### config.mk
export PLATFORM = sky130hd
export DESIGN_NAME = io_bridge
export DESIGN_NICKNAME = d
export VERILOG_FILES = /design/src/rtl/io_bridge.sv
export SDC_FILE = /design/constraint.sdc
export NUM_CORES = 1
export LEC_CHECK = 0
export BUFFER_PORTS_ARGS = -buffer_cell sky130_fd_sc_hd__buf_2
export CAP_MARGIN = 40
export CORE_UTILIZATION = 45
export CTS_CLUSTER_DIAMETER = 60
export DETAILED_ROUTE_END_ITERATION = 6
export PLACE_DENSITY = 0.86
export SYNTH_ARGS = -nofsm -noshare
export SYNTH_HDL_FRONTEND = slang
export SYNTH_SLANG_ARGS = --single-unit
### constraint.sdc
create_clock -name clk -period 4.1 [get_ports clk]
set_clock_uncertainty 0.05 [all_clocks]
set_input_delay 0.41 -clock clk [delete_from_list [all_inputs] [get_ports clk]]
set_output_delay 0.41 -clock clk [all_outputs]
set_load 0.02 [all_outputs]
### src/rtl/io_bridge.sv
// CPU data-port bridge: memory accesses pass straight through, IO-window accesses
// run a strobe/ack handshake that stalls the CPU. Optional macro: IO_TIMEOUT_EN.
module io_bridge #(
  parameter int DATA_W    = 16,
  parameter int ADDR_W    = 16,
  parameter int WIN_BITS  = 2,
  parameter int IO_PREFIX = 3,
  parameter int NUM_CH    = 4,
  parameter int CH_LSB    = 8,
  parameter int TIMEOUT   = 15
) (
  input  logic                     clk,
  input  logic                     reset,
  input  logic [ADDR_W-1:0]        addr,
  input  logic [DATA_W-1:0]        wdata,
  input  logic                     we,
  input  logic                     re,
  input  logic [DATA_W-1:0]        mem_rdata,
  output logic [DATA_W-1:0]        rdata,
  output logic                     mem_we,
  output logic                     stall,
  output logic [NUM_CH-1:0]        io_sel,
  output logic                     io_we,
  output logic                     io_re,
  output logic [CH_LSB-1:0]        io_addr,
  output logic [DATA_W-1:0]        io_wdata,
  input  logic [NUM_CH*DATA_W-1:0] io_rdata,
  input  logic [NUM_CH-1:0]        io_ack,
  output logic                     err
);

  localparam int CH_BITS = (NUM_CH > 1) ? $clog2(NUM_CH) : 1;

  typedef enum logic [1:0] {IDLE, ISSUE, WAIT, DONE} state_t;

  state_t              state_q, state_d;
  logic [CH_BITS-1:0]  ch_q, ch_d;
  logic [CH_LSB-1:0]   off_q, off_d;
  logic [DATA_W-1:0]   wdata_q, wdata_d;
  logic [DATA_W-1:0]   cap_q, cap_d;
  logic                write_q, write_d;
  logic                err_q, err_d;

  logic                io_hit;
  logic                req;
  logic                ch_bad;
  logic                ack_hit;
  logic [CH_BITS-1:0]  addr_ch;
  logic [DATA_W-1:0]   ch_rdata;
  logic                unused_ok;

  assign io_hit   = (addr[ADDR_W-1 -: WIN_BITS] == WIN_BITS'(IO_PREFIX));
  assign req      = we | re;
  assign addr_ch  = addr[CH_LSB +: CH_BITS];
  assign ch_bad   = ({1'b0, addr_ch} >= (CH_BITS+1)'(NUM_CH));
  assign io_addr  = off_q;
  assign io_wdata = wdata_q;

`ifdef IO_TIMEOUT_EN
  localparam int CNT_W = $clog2(TIMEOUT + 1);
  logic [CNT_W-1:0] cnt_q, cnt_d;
  assign unused_ok = ^addr;
`else
  assign unused_ok = ^{addr, (TIMEOUT > 0)};
`endif

  // Only the latched channel's ack and read slice matter; other channels are ignored.
  always_comb begin
    ack_hit  = 1'b0;
    ch_rdata = '0;
    for (int c = 0; c < NUM_CH; c++) begin
      if (ch_q == CH_BITS'(c)) begin
        ack_hit  = io_ack[c];
        ch_rdata = io_rdata[c*DATA_W +: DATA_W];
      end
    end
  end

  always_comb begin
    state_d = state_q;
    ch_d    = ch_q;
    off_d   = off_q;
    wdata_d = wdata_q;
    cap_d   = cap_q;
    write_d = write_q;
    err_d   = err_q;
`ifdef IO_TIMEOUT_EN
    cnt_d   = cnt_q;
`endif
    case (state_q)
      IDLE: begin
        if (io_hit && req) begin
          ch_d    = addr_ch;
          off_d   = addr[CH_LSB-1:0];
          wdata_d = wdata;
          write_d = we;
          cap_d   = '0;
          err_d   = ch_bad;
          state_d = ch_bad ? DONE : ISSUE;
        end
      end
      ISSUE: begin
        if (ack_hit) begin
          if (!write_q) cap_d = ch_rdata;
          state_d = DONE;
        end else begin
          state_d = WAIT;
`ifdef IO_TIMEOUT_EN
          cnt_d   = '0;
`endif
        end
      end
      WAIT: begin
        if (ack_hit) begin
          if (!write_q) cap_d = ch_rdata;
          state_d = DONE;
        end
`ifdef IO_TIMEOUT_EN
        // Expiry on the TIMEOUT-th WAIT cycle; a same-cycle ack above takes priority.
        else if (cnt_q == CNT_W'(TIMEOUT - 1)) begin
          cap_d   = '1;
          err_d   = 1'b1;
          state_d = DONE;
        end else begin
          cnt_d = cnt_q + 1'b1;
        end
`endif
      end
      DONE: begin
        err_d   = 1'b0;
        state_d = IDLE;
      end
      default: state_d = IDLE;
    endcase
  end

  always_comb begin
    rdata  = '0;
    mem_we = 1'b0;
    stall  = 1'b0;
    io_sel = '0;
    io_we  = 1'b0;
    io_re  = 1'b0;
    err    = 1'b0;
    if (state_q != DONE && !io_hit) begin
      rdata  = mem_rdata;
      mem_we = we;
    end
    case (state_q)
      IDLE:  stall = io_hit & req;
      ISSUE: begin
        stall = 1'b1;
        io_we = write_q;
        io_re = !write_q;
        for (int c = 0; c < NUM_CH; c++) io_sel[c] = (ch_q == CH_BITS'(c));
      end
      WAIT: begin
        stall = 1'b1;
        for (int c = 0; c < NUM_CH; c++) io_sel[c] = (ch_q == CH_BITS'(c));
      end
      DONE: begin
        rdata = cap_q;
        err   = err_q;
      end
      default: ;
    endcase
  end

  always_ff @(posedge clk or posedge reset) begin
    if (reset) begin
      state_q <= IDLE;
      ch_q    <= '0;
      off_q   <= '0;
      wdata_q <= '0;
      cap_q   <= '0;
      write_q <= 1'b0;
      err_q   <= 1'b0;
`ifdef IO_TIMEOUT_EN
      cnt_q   <= '0;
`endif
    end else begin
      state_q <= state_d;
      ch_q    <= ch_d;
      off_q   <= off_d;
      wdata_q <= wdata_d;
      cap_q   <= cap_d;
      write_q <= write_d;
      err_q   <= err_d;
`ifdef IO_TIMEOUT_EN
      cnt_q   <= cnt_d;
`endif
    end
  end

endmodule
==> flow_summary.json <==
{
  "status": "finished clean",
  "antenna_found_initial": 0,
  "drv_cap": 0,
  "peakVddDrop_v": 0.0005719,
  "ff2ff_setup_slack_ps": 1640,
  "wl_met2_mm": 3.621,
  "synth_edf_count": 0,
  "async_flop_share_pct": 100.0,
  "avgSynthCellArea_um2": 12.47,
  "end_kind": "primary output",
  "synth_seq_cells": 45,
  "setup_tns_ps": 0,
  "grt.total_usage_pct": 24.84,
  "seq_area_um2": 1126,
  "ys_types": 29,
  "post_cts_buffers": 0,
  "routed_wl_mm": 6.783,
  "synth_nets": 326,
  "hold_path_class": "input port to async pin",
  "gp_congestion": 0.7493,
  "cts.repair.resized": 0,
  "grt_max_degree": 31,
  "design.die.area_um2": 5874,
  "finalCriticalPeriod_ps": 2710,
  "vias": 2240,
  "worstPathRequired_ps": 3640,
  "first_global_vias": 2402,
  "port_buffers": 163,
  "cts_tree": "yes",
  "drt-initial-drc-count": 109,
  "setup_violations": 0,
  "worstMarginPinSlew_ps": 868.6,
  "p_per_area_nw_per_um2": 717.5,
  "synth_area_um2": 2507,
  "fp.dieW_um": 76.65,
  "dr_wl_met3_um": 429,
  "hold_violations": 0,
  "cts_hold_buf": 0,
  "reg2reg_depth": 4,
  "ios": 169,
  "layout.nets": 488,
  "fp.dieH_um": 76.65,
  "start_util_pct": 47.87,
  "cts_htree_levels": 2,
  "multi_input_comb_area_um2": 1232,
  "clk_path_buf_depth": 2,
  "static-leakage-power_nw": 1.831,
  "fp-row-count": 26,
  "synth_warnings": 0,
  "wl_per_cell_um": 15.63,
  "layout-drive-gt1-share_pct": 64.01,
  "cp.arrival_ps": 2250,
  "wl_met1_mm": 2.581,
  "rsz0062_at_grt": "no",
  "clock_sinks": 45,
  "ys.flop_type": "dfrtp_1",
  "period_share_pct": 66.09,
  "insertion_delay_ps": 290,
  "final_cell_area_um2": 3488,
  "drc": 0,
  "max-slew-margin-rel_pct": 42.10,
  "area_growth_pct": 39.12,
  "fp.coreArea_um2": 5238,
  "reg2reg_to": "cap_q[11]$_DFFE_PP0P_",
  "critPathKind": "flip-flop to primary output",
  "clk_pin_slew_worst_paths_ps": 90,
  "grt_pass1_wl_mm": 11.35,
  "slew_violations": 0,
  "cts_buffers": 5,
  "num-fill-cells": 426,
  "grt.overflow.total": 0,
  "critPathLaunchType": "flip-flop",
  "seq_area_frac_synth_pct": 44.91,
  "fmax_ghz": 0.3691,
  "netlist_instances": 201,
  "dr.pass1.iters": 4,
  "dp_hpwl_mm": 5.323,
  "path_max_fanout": 20,
  "highest_layer": "met4",
  "antenna_cells": 0,
  "vias_per_cell": 5.161,
  "root_buffer": "clkbuf_8",
  "dpl-instance-area_um2": 3387,
  "ant_nets": 0,
  "reg2reg_from": "ch_q[1]$_DFFE_PP0P_"
}
==> flip-flops by register name, indices dropped and copies added, names as in the netlist <==
name / count
cap_q: 16
io_wdata: 16
io_addr: 8
write_q: 1
state_q: 2
ch_q: 2
==> critical path, stage by stage, from the launching register on <==
cell and delay (ps):
dfrtp_1 420, ha_1 680, a21oi_1 240, buf_4 250, a22o_1 200, buf_2 160
==> per-layer routing <==
layer / up-vias / GRT usage [%]
li1: 1045 / -
met3: 14 / 5.150
met1: 1084 / 28.75
met2: 97 / 44.23
met5: - / 0
met4: 0 / 10.77
==> Yosys cell counts, types with 2 or more instances <==
cell type | n | share of area (%)
dfrtp_1 | 45 | 45
mux2_2 | 27 | 12
inv_1 | 22 | 3.3
nand2_1 | 18 | 2.7
mux4_2 | 17 | 15
a22o_1 | 16 | 5.6
o21ai_2 | 10 | 3.5
o21ai_0 | 6 | 1.2
buf_2 | 5 | 1.0
ha_1 | 5 | 2.5
nor2_1 | 4 | 0.60
a21oi_1 | 3 | 0.60
clkbuf_1 | 3 | 0.45
nor2b_1 | 3 | 0.75
and2_1 | 2 | 0.50
buf_4 | 2 | 0.60
==> report_power, final <==
group / leakage (nW) / switching (W) / internal [W] / total, W
registers: 0.566 / 0.000131 / 0.000627 / 0.000758
clock network: 0.0542 / 0.000148 / 0.000153 / 0.000301
logic: 1.21 / 0.000823 / 0.000621 / 0.00144
==> per-stage QoR <==
| step | std cells | setup WS (ps) | utilization (%) | hold slack [ps] | power (W) |
|---|---|---|---|---|---|
| 2_1_floorplan | 201 | 1965 | - | 455.3 | 0.001806 |
| 3_3_place_gp | 424 | 1394 | 64.14 | 431.2 | 0.002158 |
| 3_5_place_dp | 426 | 1638 | 64.67 | 360.7 | 0.002223 |
| 4_1_cts | 434 | 1397 | 66.60 | 39.44 | 0.002527 |
| 5_1_grt | 434 | 1204 | 66.60 | 49.71 | 0.002687 |
| 6_report | 434 | 1390 | 66.60 | 33.98 | 0.002503 |
==> layout make-up <==
cell class	instances	share of cell area, %
sequential	45	32.28
clock buffer	7	2.762
clock inverter	1	0.1435
multi-input combinational	122	35.33
timing repair buffer	167	24.61
inverter	22	2.367
tap	70	2.511
==> worst max path at each step <==
stage	end	slack (ps)	cells after the start	from
global placement	rdata[4]	1390	4	state_q[0]$_DFFE_PP0P_
finish	rdata[15]	1390	5	state_q[1]$_DFFE_PP0P_
global route	rdata[15]	1200	5	state_q[1]$_DFFE_PP0P_
floorplan	rdata[10]	1960	5	state_q[0]$_DFFE_PP0P_
detailed placement	cap_q[11]$_DFFE_PP0P_	1640	4	ch_q[1]$_DFFE_PP0P_
CTS	rdata[15]	1400	5	state_q[1]$_DFFE_PP0P_
==> logic make-up (layout without fill, tap and decap cells) <==
| group | Yosys count | in the layout | share of synthesized area (%) |
|---|---|---|---|
| buffers and inverters | 34 | 197 | 5.938 |
| flip-flops | 45 | 45 | 44.91 |
| adder cells (fa/ha/maj) | 5 | 5 | 2.495 |
| multiplexers | 45 | 45 | 27.79 |
| AND/OR/NAND/NOR | 31 | 31 | 5.938 |
| other | 1 | 1 | 0.1496 |
| AO/OA/AOI/OAI | 40 | 40 | 12.77 |
==> layout by cell type, fill, tap and decap left out, types with 4 or more instances in the layout <==
cell type  count
a22o_1        16
buf_2        163
clkbuf_8       7
dfrtp_1       45
ha_1           5
inv_1         21
mux2_2        27
mux4_2        17
nand2_1       18
nor2_1         4
o21ai_0        6
o21ai_2       10
(Power assumes the default switching activity.)
